<file path="src/rtl/lsu_pkg.sv">
// Shared definitions for the load/store unit.
//   SIZE_*       : request size encodings on req_size
//   lsu_state_t  : control FSM states
//   access_fault : decides whether a request is rejected without touching memory
package lsu_pkg;

    localparam logic [1:0] SIZE_BYTE = 2'b00;
    localparam logic [1:0] SIZE_HALF = 2'b01;
    localparam logic [1:0] SIZE_WORD = 2'b10;
    localparam logic [1:0] SIZE_ILL  = 2'b11;

    typedef enum logic [1:0] {
        IDLE     = 2'd0,
        ACCESS   = 2'd1,
        MERGE_WR = 2'd2,
        RESP     = 2'd3
    } lsu_state_t;

    // A request faults on an illegal size, a misaligned half/word, or a word
    // index beyond the end of the memory.
    function automatic logic access_fault(
        input logic [1:0]  size,
        input logic [31:0] address,
        input logic [31:0] mem_words
    );
        logic misaligned;
        misaligned = ((size == SIZE_HALF) && address[0]) ||
                     ((size == SIZE_WORD) && (address[1:0] != 2'b00));
        return (size == SIZE_ILL) || misaligned ||
               ({2'b00, address[31:2]} >= mem_words);
    endfunction

endpackage

</file>
<file path="src/rtl/lsu_align.sv">
// Lane steering for sub-word accesses (purely combinational).
//   size, offset   : access size and byte offset within the word (address[1:0])
//   is_unsigned    : loads zero-extend when set, sign-extend otherwise
//   rdata          : word read from memory
//   wdata          : right-justified store data
//   load_ext       : selected lane, extended to 32 bits
//   store_merged   : rdata with the store lane replaced by wdata's low bits
module lsu_align
    import lsu_pkg::*;
(
    input  logic [1:0]  size,
    input  logic [1:0]  offset,
    input  logic        is_unsigned,
    input  logic [31:0] rdata,
    input  logic [31:0] wdata,
    output logic [31:0] load_ext,
    output logic [31:0] store_merged
);

    logic [7:0]  byte_lane;
    logic [15:0] half_lane;

    // NOTE: every output of a combinational block gets a default first, so no
    // path through the case can leave it unassigned and infer a latch.
    always_comb begin
        byte_lane    = rdata[{offset, 3'b000} +: 8];
        half_lane    = rdata[{offset[1], 4'b0000} +: 16];
        load_ext     = rdata;
        store_merged = wdata;
        case (size)
            SIZE_BYTE: begin
                load_ext = {{24{~is_unsigned & byte_lane[7]}}, byte_lane};
                store_merged = rdata;
                store_merged[{offset, 3'b000} +: 8] = wdata[7:0];
            end
            SIZE_HALF: begin
                load_ext = {{16{~is_unsigned & half_lane[15]}}, half_lane};
                store_merged = rdata;
                store_merged[{offset[1], 4'b0000} +: 16] = wdata[15:0];
            end
            default: ;
        endcase
    end

endmodule

</file>
<file path="src/rtl/load_store_unit.sv">
// Load/store unit between execute and a word-wide data memory without byte
// enables. Sub-word stores become read-modify-write sequences.
//   clock, reset          : rising-edge clock, synchronous active-high reset
//   req_*                 : valid/ready request (accepted only in IDLE)
//   resp_*                : valid/ready response, held stable until accepted
//   mem_we/address/wdata  : memory write port and word index
//   mem_rdata             : combinational read of mem_address
module load_store_unit
    import lsu_pkg::*;
#(
    parameter int MEM_WORDS = 32
) (
    input  logic        clock,
    input  logic        reset,
    input  logic        req_valid,
    output logic        req_ready,
    input  logic        req_write,
    input  logic [1:0]  req_size,
    input  logic        req_unsigned,
    input  logic [31:0] req_address,
    input  logic [31:0] req_wdata,
    output logic        resp_valid,
    input  logic        resp_ready,
    output logic [31:0] resp_rdata,
    output logic        resp_fault,
    output logic        mem_we,
    output logic [31:0] mem_address,
    output logic [31:0] mem_wdata,
    input  logic [31:0] mem_rdata
);

    localparam logic [31:0] MEM_WORDS_W = MEM_WORDS;

    lsu_state_t  state, next_state;
    logic        write_q;
    logic [1:0]  size_q;
    logic        unsigned_q;
    logic [1:0]  offset_q;
    logic [31:0] wdata_q;
    logic [31:0] merged_q;
    logic [31:0] load_ext;
    logic [31:0] store_merged;
    logic        accept;
    logic        fault;

    assign accept = (state == IDLE) && req_valid;
    assign fault  = access_fault(req_size, req_address, MEM_WORDS_W);

    lsu_align u_align (
        .size         (size_q),
        .offset       (offset_q),
        .is_unsigned  (unsigned_q),
        .rdata        (mem_rdata),
        .wdata        (wdata_q),
        .load_ext     (load_ext),
        .store_merged (store_merged)
    );

    // NOTE: sequential state uses non-blocking assignments so every register
    // samples values from before the edge, independent of statement order.
    always_ff @(posedge clock) begin
        if (reset) state <= IDLE;
        else       state <= next_state;
    end

    always_comb begin
        next_state = state;
        case (state)
            IDLE:     if (req_valid) next_state = fault ? RESP : ACCESS;
            // Sub-word stores need a second cycle to write the merged word.
            ACCESS:   next_state = (write_q && size_q != SIZE_WORD) ? MERGE_WR : RESP;
            MERGE_WR: next_state = RESP;
            RESP:     if (resp_ready) next_state = IDLE;
            default:  next_state = IDLE;
        endcase
    end

    always_comb begin
        req_ready  = (state == IDLE);
        resp_valid = (state == RESP);
        // Gating by reset drops a pending RMW write in the very cycle reset rises.
        mem_we     = !reset &&
                     (((state == ACCESS) && write_q && (size_q == SIZE_WORD)) ||
                      (state == MERGE_WR));
        mem_wdata  = (state == MERGE_WR) ? merged_q : wdata_q;
    end

    // Request latches, merge buffer and response registers.
    always_ff @(posedge clock) begin
        if (reset) begin
            write_q     <= 1'b0;
            size_q      <= SIZE_BYTE;
            unsigned_q  <= 1'b0;
            offset_q    <= 2'b00;
            wdata_q     <= '0;
            merged_q    <= '0;
            resp_rdata  <= '0;
            resp_fault  <= 1'b0;
            mem_address <= '0;
        end else begin
            if (accept) begin
                write_q    <= req_write;
                size_q     <= req_size;
                unsigned_q <= req_unsigned;
                offset_q   <= req_address[1:0];
                wdata_q    <= req_wdata;
                resp_rdata <= '0;
                resp_fault <= fault;
                // A faulting request leaves the memory address untouched.
                if (!fault) mem_address <= {2'b00, req_address[31:2]};
            end
            if (state == ACCESS) begin
                if (!write_q) resp_rdata <= load_ext;
                else          merged_q   <= store_merged;
            end
        end
    end

endmodule

</file>
<file path="config.mk">
export PLATFORM = sky130hd
export DESIGN_NAME = load_store_unit
export DESIGN_NICKNAME = d
export VERILOG_FILES = /design/src/rtl/lsu_pkg.sv /design/src/rtl/lsu_align.sv /design/src/rtl/load_store_unit.sv
export SDC_FILE = /design/constraint.sdc
export NUM_CORES = 1
export LEC_CHECK = 0
export ABC_AREA = 1
export ABC_CLOCK_PERIOD_IN_PS = 3400
export CAP_MARGIN = 0
export CORE_MARGIN = 5
export CORE_UTILIZATION = 46
export CTS_BUF_LIST = sky130_fd_sc_hd__clkbuf_16
export CTS_CLUSTER_SIZE = 10
export DETAILED_ROUTE_END_ITERATION = 10
export PLACE_DENSITY = 0.88
export SETUP_SLACK_MARGIN = 0.2
export SLEW_MARGIN = 0
export SYNTH_ARGS = -nofsm -noshare
export SYNTH_HDL_FRONTEND = slang
export SYNTH_HIERARCHICAL = 1
export SYNTH_SLANG_ARGS = --single-unit
</file>
<file path="constraint.sdc">
create_clock -name clock -period 3.4 [get_ports clock]
set_clock_uncertainty 0.15 [all_clocks]
set_input_delay 0.68 -clock clock [delete_from_list [all_inputs] [get_ports clock]]
set_output_delay 0.68 -clock clock [all_outputs]
set_load 0.005 [all_outputs]
</file>
; Yosys cells after proc, flatten, opt, wreduce, memory -nomap -nowiden
; Cells that the tools add are included.
[op_classes]
n_reduce_logical = 18
n_addsub = 2
mux = 13
eq_ne = 11
bitwise_logic = 4
n_lt_le_gt_ge = 1
shift = 6
[op_table]
columns = op, count
row1 = 32-bit two-way mux, 4
row2 = 32-bit one-hot mux with 2 select lines, 2
row3 = 32-bit bitwise mux, 2
row4 = "16-bit by 7-bit variable shift with 32-bit output, first input constant", 1
row5 = "8-bit by 7-bit variable shift with 32-bit output, first input constant", 1
row6 = 16-bit by 7-bit variable part select with 32-bit output, 1
row7 = 32-bit by 6-bit variable part select with 16-bit output, 1
row8 = 32-bit by 6-bit variable part select with 8-bit output, 1
row9 = 8-bit by 7-bit variable part select with 32-bit output, 1
row10 = "30-bit by 6-bit >= comparator with 1-bit output, second input constant", 1
row11 = 5-bit negation with 7-bit output, 2
row12 = "2-bit equality test, second input constant", 5
row13 = 2-bit one-hot mux with 4 select lines, 1
row14 = 1-bit logical AND, 7
row15 = "2-bit by 1-bit equality test with 1-bit output, second input constant", 3
row16 = 2-bit two-way mux, 3
row17 = 2-bit AND reduction, 3
row18 = 2-bit zero test, 2
row19 = 1-bit logical OR, 4
row20 = "2-bit inequality test, second input constant", 2
row21 = 1-bit AND, 2
row22 = "2-bit by 1-bit inequality test with 1-bit output, second input constant", 1
row23 = 1-bit NOT, 2
row24 = 2-bit nonzero test, 1
row25 = other kinds (2), 2
[word_totals]
word_cells = 65
regBits = 135
out_inout_bits = 100
input_bits = 104

; Logic depth before layout (Yosys ltp)
; Gate-level depths: netlist of the first run.
[logic_depth]
depth_word = 8
ltp_mapped = 11
depth_no_buf = 10

; Cells and area by module
; The synthesis of the first run kept the hierarchy.
[by_module_without_submodules]
columns = module, instances, cells_each, area_per_inst_um2
row1 = load_store_unit, 1, 735, 5250.0
row2 = lsu_align, 1, 391, 1853.0

; Worst setup path after synthesis of the first run
; No wires, ideal clock.
[synth_path]
kind = input to output
from = input port reset
to = output port mem_we
n_path_buf = 2
stages = 3
setup_slack_ns = 1.254
t_arrival_ns = 1.316
cell_sequence = clkbuf_1 > clkbuf_1 > nor2_1
[synth_via]
elab_chain_len = 2
[synth_lines]
columns = item, line_no
row1 = "start, declared", load_store_unit.sv:14  ; input logic reset,
row2 = 1-bit zero test, load_store_unit.sv:82  ; mem_we = !reset &&
row3 = 1-bit logical AND, load_store_unit.sv:82
row4 = "end, declared", load_store_unit.sv:26  ; output logic mem_we,
; Every way passes these cells.

; Final worst setup path of the first run
[layout_path]
from = register state[0]
to = output port mem_wdata[12]
[layout_via]
elab_chain_len = 2
[layout_lines]
columns = item, line_no
row1 = "start, declared", load_store_unit.sv:34  ; lsu_state_t state, next_state;
row2 = "start signal, assigned", load_store_unit.sv:63  ; else state <= next_state;
row3 = 2-bit equality test, load_store_unit.sv:85  ; mem_wdata = (state == MERGE_WR) ? merged_q : wdata_q;
row4 = 32-bit two-way mux, load_store_unit.sv:85
row5 = "end, declared", load_store_unit.sv:28  ; output logic [31:0] mem_wdata,
; Every way passes these cells.

==> impl_metrics.json, run 1 <==
{
  "outcome": "complete, no violations",
  "seqCellArea_sq_um": 2700,
  "dpl-instance-area_sq_um": 9180,
  "timing.slew.headroom_pct": 35.7,
  "grt_pass1_wl_um": 37600,
  "r2r-end": "resp_rdata[23]",
  "combinationalPowerShare_pct": 42.3,
  "critPathArrivalTime_ns": 2.23,
  "fin_cells": 1499,
  "grt_pass1_vias": 7366,
  "worst_r2r_path_depth": 10,
  "via_per_inst": 5.32,
  "die_y_um": 134,
  "io_buffers": 201,
  "final_layout_size_suffix_gt1_share_pct": 7.17,
  "antenna_cells": 0,
  "crit_chain": "inv_1 -> ha_1 -> buf_4 -> nand2_1 -> nand2_1 -> clkdlybuf4s50_1",
  "maxCapViolations": 0,
  "yosysWarnings": 6,
  "yosys-top-cells-area": "dfxtp_1, nand2_1, nor2_1",
  "yosys_most_used_dff": "dfxtp_1",
  "htree_levels": 4,
  "pwr-share-clk_pct": 25.4,
  "syn_area_sq_um": 7100,
  "worst_slew_pin_slew_ns": 0.965,
  "fin_crit_sh_pct": 90.0,
  "drc": 0,
  "drt_iter0_markers": 858,
  "final_area_sq_um": 9780,
  "cts_root_buf": "clkbuf_16",
  "path_max_fanout": 33,
  "ctsHoldBuffers": 0,
  "p_leak_nw": 4.13,
  "synth_commonest_cells": "nand2_1, nor2_1, dfxtp_1, o21ai_0, nand3_1",
  "internal_power_mw": 4.14,
  "timing.rr.start": "size_q[1]",
  "p_sw_mw": 2.66,
  "postSynthAreaPerCell_sq_um": 6.31,
  "syn_inst": 1126,
  "cp-startpoint": "state[0]",
  "syn2layout_area_growth_pct": 37.7,
  "cts_buffers": 17,
  "hold_path.class": "reg2reg",
  "cp-end-kind": "primary output",
  "rsz0062_at_grt": "false",
  "cp_num_cells": 6,
  "crit_buf_inv": 3,
  "cpPeakStageDelay_ns": 0.52,
  "ant_nets": 0,
  "p_seq_share_pct": 32.3,
  "power_density_nw_per_um2": 696,
  "yosys.area.top_type": "dfxtp_1",
  "fmax_ghz": 0.327,
  "peakVddDrop_mv": 0.461,
  "start_util_pct": 46.7,
  "nFillCells": 1342,
  "nNetsFinal": 1411,
  "clockBufferDepth": 2,
  "finish.utilization_pct": 64.3,
  "design_power_total_mw": 6.81,
  "wirelength_um": 24100,
  "cp_top_family": "buffers and inverters",
  "dp.cells": 1461,
  "io_pins": 204,
  "critPathSlowestCell": "clkdlybuf4s50_1",
  "slew_violations": 0,
  "yosysTopAreaCellShare_pct": 38.0,
  "hpwl_um": 17200,
  "synth_most_common_cell": "nand2_1",
  "rrSetupSlack_ns": 1.09,
  "fin_tns_setup_ns": 0,
  "worstSkewPairLatency_ns": 0.43,
  "place_congestion": 0.994,
  "cp_common_cell": "nand2_1",
  "clk_pin_slew_ns": 0.06,
  "num_vias": 7973,
  "multi_input_area_sq_um": 3840,
  "std_cell_rows": 45,
  "cts_tree": "done",
  "finalSetupViolations": 0,
  "ys_ff_latch": 135,
  "hold_violations": 0,
  "worst_setup_path_start_kind": "flip-flop",
  "critPathKind": "reg2out",
  "gr-total-overflow": 0,
  "worst-endpoint-required_ns": 2.57,
  "wl_per_cell_um": 16.0,
  "die_x_um": 134,
  "switching_share_pct": 39.1,
  "crit_end": "mem_wdata[12]",
  "synth_cell_types": 32,
  "grt_usage_pct": 26.0,
  "synth_edf_count": 0,
  "coreArea_sq_um": 15200,
  "yosysSeqAreaShare_pct": 38.0,
  "die_area_sq_um": 18000,
  "antenna_found_initial": 0,
  "min_period_ns": 3.06,
  "synth_async_sr_flop_share_pct": 0,
  "grt_max_degree": 66,
  "dr.pass1.iters": 6,
  "cts_sinks": 135
}
## layout by cell type (no fill, tap or decap), types with 9 or more instances in the layout
cell type        count
clkdlybuf4s50_1    201
ha_1                 9
buf_4               20
and3_1               9
clkbuf_16           17
nand3_2              9
nand3_1             59
o22ai_1              9
nand2_1            348
inv_1               50
nor2_1             202
a21oi_1             38
dfxtp_1            135
o21ai_0            133
## routing by layer
| metal | part of all wire [%] | wire (um) | global-route usage [%] |
|---|---|---|---|
| met5 | 0 | 0 | 0 |
| met4 | 3.5 | 833 | 10.5 |
| met3 | 9.1 | 2200 | 6.64 |
| met2 | 45 | 10700 | 40.2 |
| met1 | 43 | 10300 | 34.8 |
## worst min-delay path by stage
stage                               start               to  slack (ns)  depth (start not counted)
after floorplan           mem_address[29]  mem_address[29]        0.28                          2
after global placement    mem_address[21]  mem_address[21]        0.27                          2
after detailed placement  mem_address[25]  mem_address[25]        0.28                          2
after CTS                 mem_address[25]  mem_address[25]        0.29                          2
after global routing      mem_address[17]  mem_address[17]        0.30                          2
final                     mem_address[23]  mem_address[23]        0.29                          2
## final cells by class
class / count / share of cell area, %
multi-input cells: 859 / 39.2
flip-flops and latches: 135 / 27.6
repair buffers: 223 / 22.5
clock buffers: 17 / 4.35
inverters: 62 / 2.56
well taps: 188 / 2.40
clock inverters: 15 / 1.33
## registers in the layout, indices dropped and copies added (netlist names)
signal and flops:
resp_rdata 32, wdata_q 32, write_q 1, resp_fault 1, merged_q 32, mem_address 30, offset_q 2, size_q 2
unsigned_q 1, state 2
## worst min-delay path, stage by stage (launching register included)
cell and delay (ns):
dfxtp_1 0.31, nand2_1 0.06, nor2_1 0.03
## what timing repair did
action | in CTS | in global routing
resized for setup | 1 | 0
setup buffers | 0 | 6
endpoints found under the setup margin | 7 | 3
## metrics by stage
step	hold WS, ns	setup slack [ns]
finish	0.288	0.341
CTS	0.290	0.312
global placement	0.275	0.625
floorplan	0.283	1.25
global route	0.301	0.199
detailed placement	0.279	0.544
## power by group through the flow
stage / registers, mW / logic [mW] / clock network, mW
after floorplan: 2.14 / 1.69 / 0
after global placement: 2.20 / 2.75 / 0
after detailed placement: 2.21 / 2.78 / 0
after CTS: 2.19 / 2.82 / 1.76
after global routing: 2.24 / 3.19 / 1.83
final: 2.20 / 2.88 / 1.73
## cell families after synthesis
group,after synthesis,share of synthesized area (%)
AO/OA/AOI/OAI,194,14.3
adder cells (fa/ha/maj),9,1.59
buffers and inverters,133,8.03
flip-flops,135,38.0
other,1,0.0528
AND/OR/NAND/NOR,654,38.0
No activity file was read; power rests on OpenSTA's default activity.
==> inputs of run 2 (changes only) <==
Settings changed: CORE_ASPECT_RATIO set to 1.75.
==> impl_metrics.json, run 2 (synthesis results as in run 1) <==
{
  "wirelength_um": 25000,
  "cts_root_buf": "clkbuf_16",
  "timing.rr.start": "offset_q[1]",
  "final_common_cell": "nand2_1",
  "num_vias": 8083,
  "reg.largest.list": "merged_q: 32 flops, resp_rdata: 32 flops, wdata_q: 32 flops",
  "min_from": "mem_address[16]",
  "worst_setup_path_start_kind": "flip-flop",
  "clk_pin_slew_ns": 0.06,
  "crit_chain": "inv_1 -> ha_1 -> inv_1 -> buf_6 -> nand2_1 -> nand2_1 -> clkdlybuf4s50_1",
  "rsz0062_at_grt": "false",
  "cp-startpoint": "state[0]",
  "gr-total-overflow": 0,
  "hold_path.class": "reg2reg",
  "layout_common_cells": "nand2_1, nor2_1, clkdlybuf4s50_1",
  "worst_slew_pin_slew_ns": 1.10,
  "io_buffers": 201,
  "outcome": "complete, no violations",
  "cpPeakStageDelay_ns": 0.53,
  "peakVddDrop_mv": 0.422,
  "htree_levels": 4,
  "p_leak_nw": 4.16,
  "hold_violations": 0,
  "syn2layout_area_growth_pct": 38.1,
  "nNetsFinal": 1406,
  "crit_buf_inv": 4,
  "fin_cells": 1492,
  "whs_ns": 0.289,
  "cp-end-kind": "primary output",
  "min_period_ns": 3.04,
  "drt_iter0_markers": 777,
  "cts_tree": "done",
  "fin_crit_sh_pct": 89.5,
  "grt_usage_pct": 26.5,
  "worstSkewPairLatency_ns": 0.42,
  "finalSetupViolations": 0,
  "die_y_um": 174,
  "die_x_um": 104,
  "cts_sinks": 135,
  "cts_setup_buffers": 0,
  "slew_violations": 0,
  "timing.slew.headroom_pct": 26.6,
  "dpl-instance-area_sq_um": 9160,
  "fmax_ghz": 0.329,
  "antenna_found_initial": 0,
  "coreArea_sq_um": 15300,
  "io_pins": 204,
  "final_layout_size_suffix_gt1_share_pct": 6.81,
  "critPathArrivalTime_ns": 2.21,
  "die_area_sq_um": 18100,
  "ant_nets": 0,
  "place_congestion": 1.07,
  "cts_buffers": 17,
  "worst-endpoint-required_ns": 2.57,
  "grt_pass1_wl_um": 39000,
  "drc": 0,
  "std_cell_rows": 60,
  "hpwl_um": 18000,
  "final_area_sq_um": 9810,
  "power_density_nw_per_um2": 723,
  "maxCapViolations": 0,
  "path_max_fanout": 32,
  "via_per_inst": 5.42,
  "fin_tns_setup_ns": 0,
  "critPathSlowestCell": "clkdlybuf4s50_1",
  "critPathKind": "reg2out",
  "antenna_cells": 0,
  "dr.pass1.iters": 8,
  "cp_top_family": "buffers and inverters",
  "clockBufferDepth": 2,
  "wl_per_cell_um": 16.8,
  "start_util_pct": 46.4,
  "grt_max_degree": 72,
  "dp.cells": 1460,
  "grt_pass1_vias": 7840
}
[run 2: cell count changes in the layout (fill, tap and decap cells not counted), moves of 2 or more]
cell / before / now
buf_12: 2 / 0
buf_4: 20 / 16
clkinvlp_4: 8 / 1
bufinv_16: 1 / 5
[run 2: power breakdown]
group / switching (mW) / internal, mW
clock network: 0.733 / 1.31
registers: 0.298 / 1.91
logic: 1.65 / 1.19
[run 2: worst reg2reg max path, delay by kind of cell (launching register included)]
family	cells	cell delay, ns
AOI/OAI and AO/OA	3	0.68
adders and majority gates	1	0.35
buffers and inverters	2	0.47
DFF	1	0.32
and+or+nand+nor	3	0.31
[run 2: layout make-up]
class	count	area, sq um
Clock buffer	17	425
Clock inverter	15	224
Fill cell	1338	5500
Inverter	62	246
Multi-Input combinational cell	859	3840
Sequential cell	135	2700
Tap cell	186	233
Timing Repair Buffer	218	2140
[run 2: per-stage QoR]
step                utilization [%]  worst slack [ns]  total power [mW]
CTS                            64.0             0.291              7.07
global placement               59.8             0.673              4.95
finish                         64.1             0.357              7.09
floorplan                         -              1.25              3.83
global route                   64.1             0.242              7.50
detailed placement             59.8             0.619              5.01
[run 2: final timing paths]
check / cells after the start / slack, ns / to
setup / recovery: 7 / 0.36 / mem_wdata[13]
hold / removal: 2 / 0.29 / mem_address[16]
setup reg to reg: 9 / 1.06 / merged_q[2]
hold reg to reg: 2 / 0.29 / mem_address[16]
[run 2: metal layers]
metal / track usage, % / vias to the layer above / wire length, um
li1: - / 3911 / -
met1: 25.8 / 3643 / 8480
met2: 48.3 / 412 / 12800
met3: 6.50 / 117 / 1870
met4: 18.4 / 0 / 1830
met5: 0 / - / 0
[run 2: timing repair]
action                     in CTS  in global routing
setup endpoints to repair       0                  3
resized for setup               0                  1
hold buffers                    0                  0
==> inputs of run 3 (changes only) <==
Settings changed: HOLD_SLACK_MARGIN set to 0.08.
==> results of run 3 <==
Final layout, timing and power as in run 2 (identical DEF).
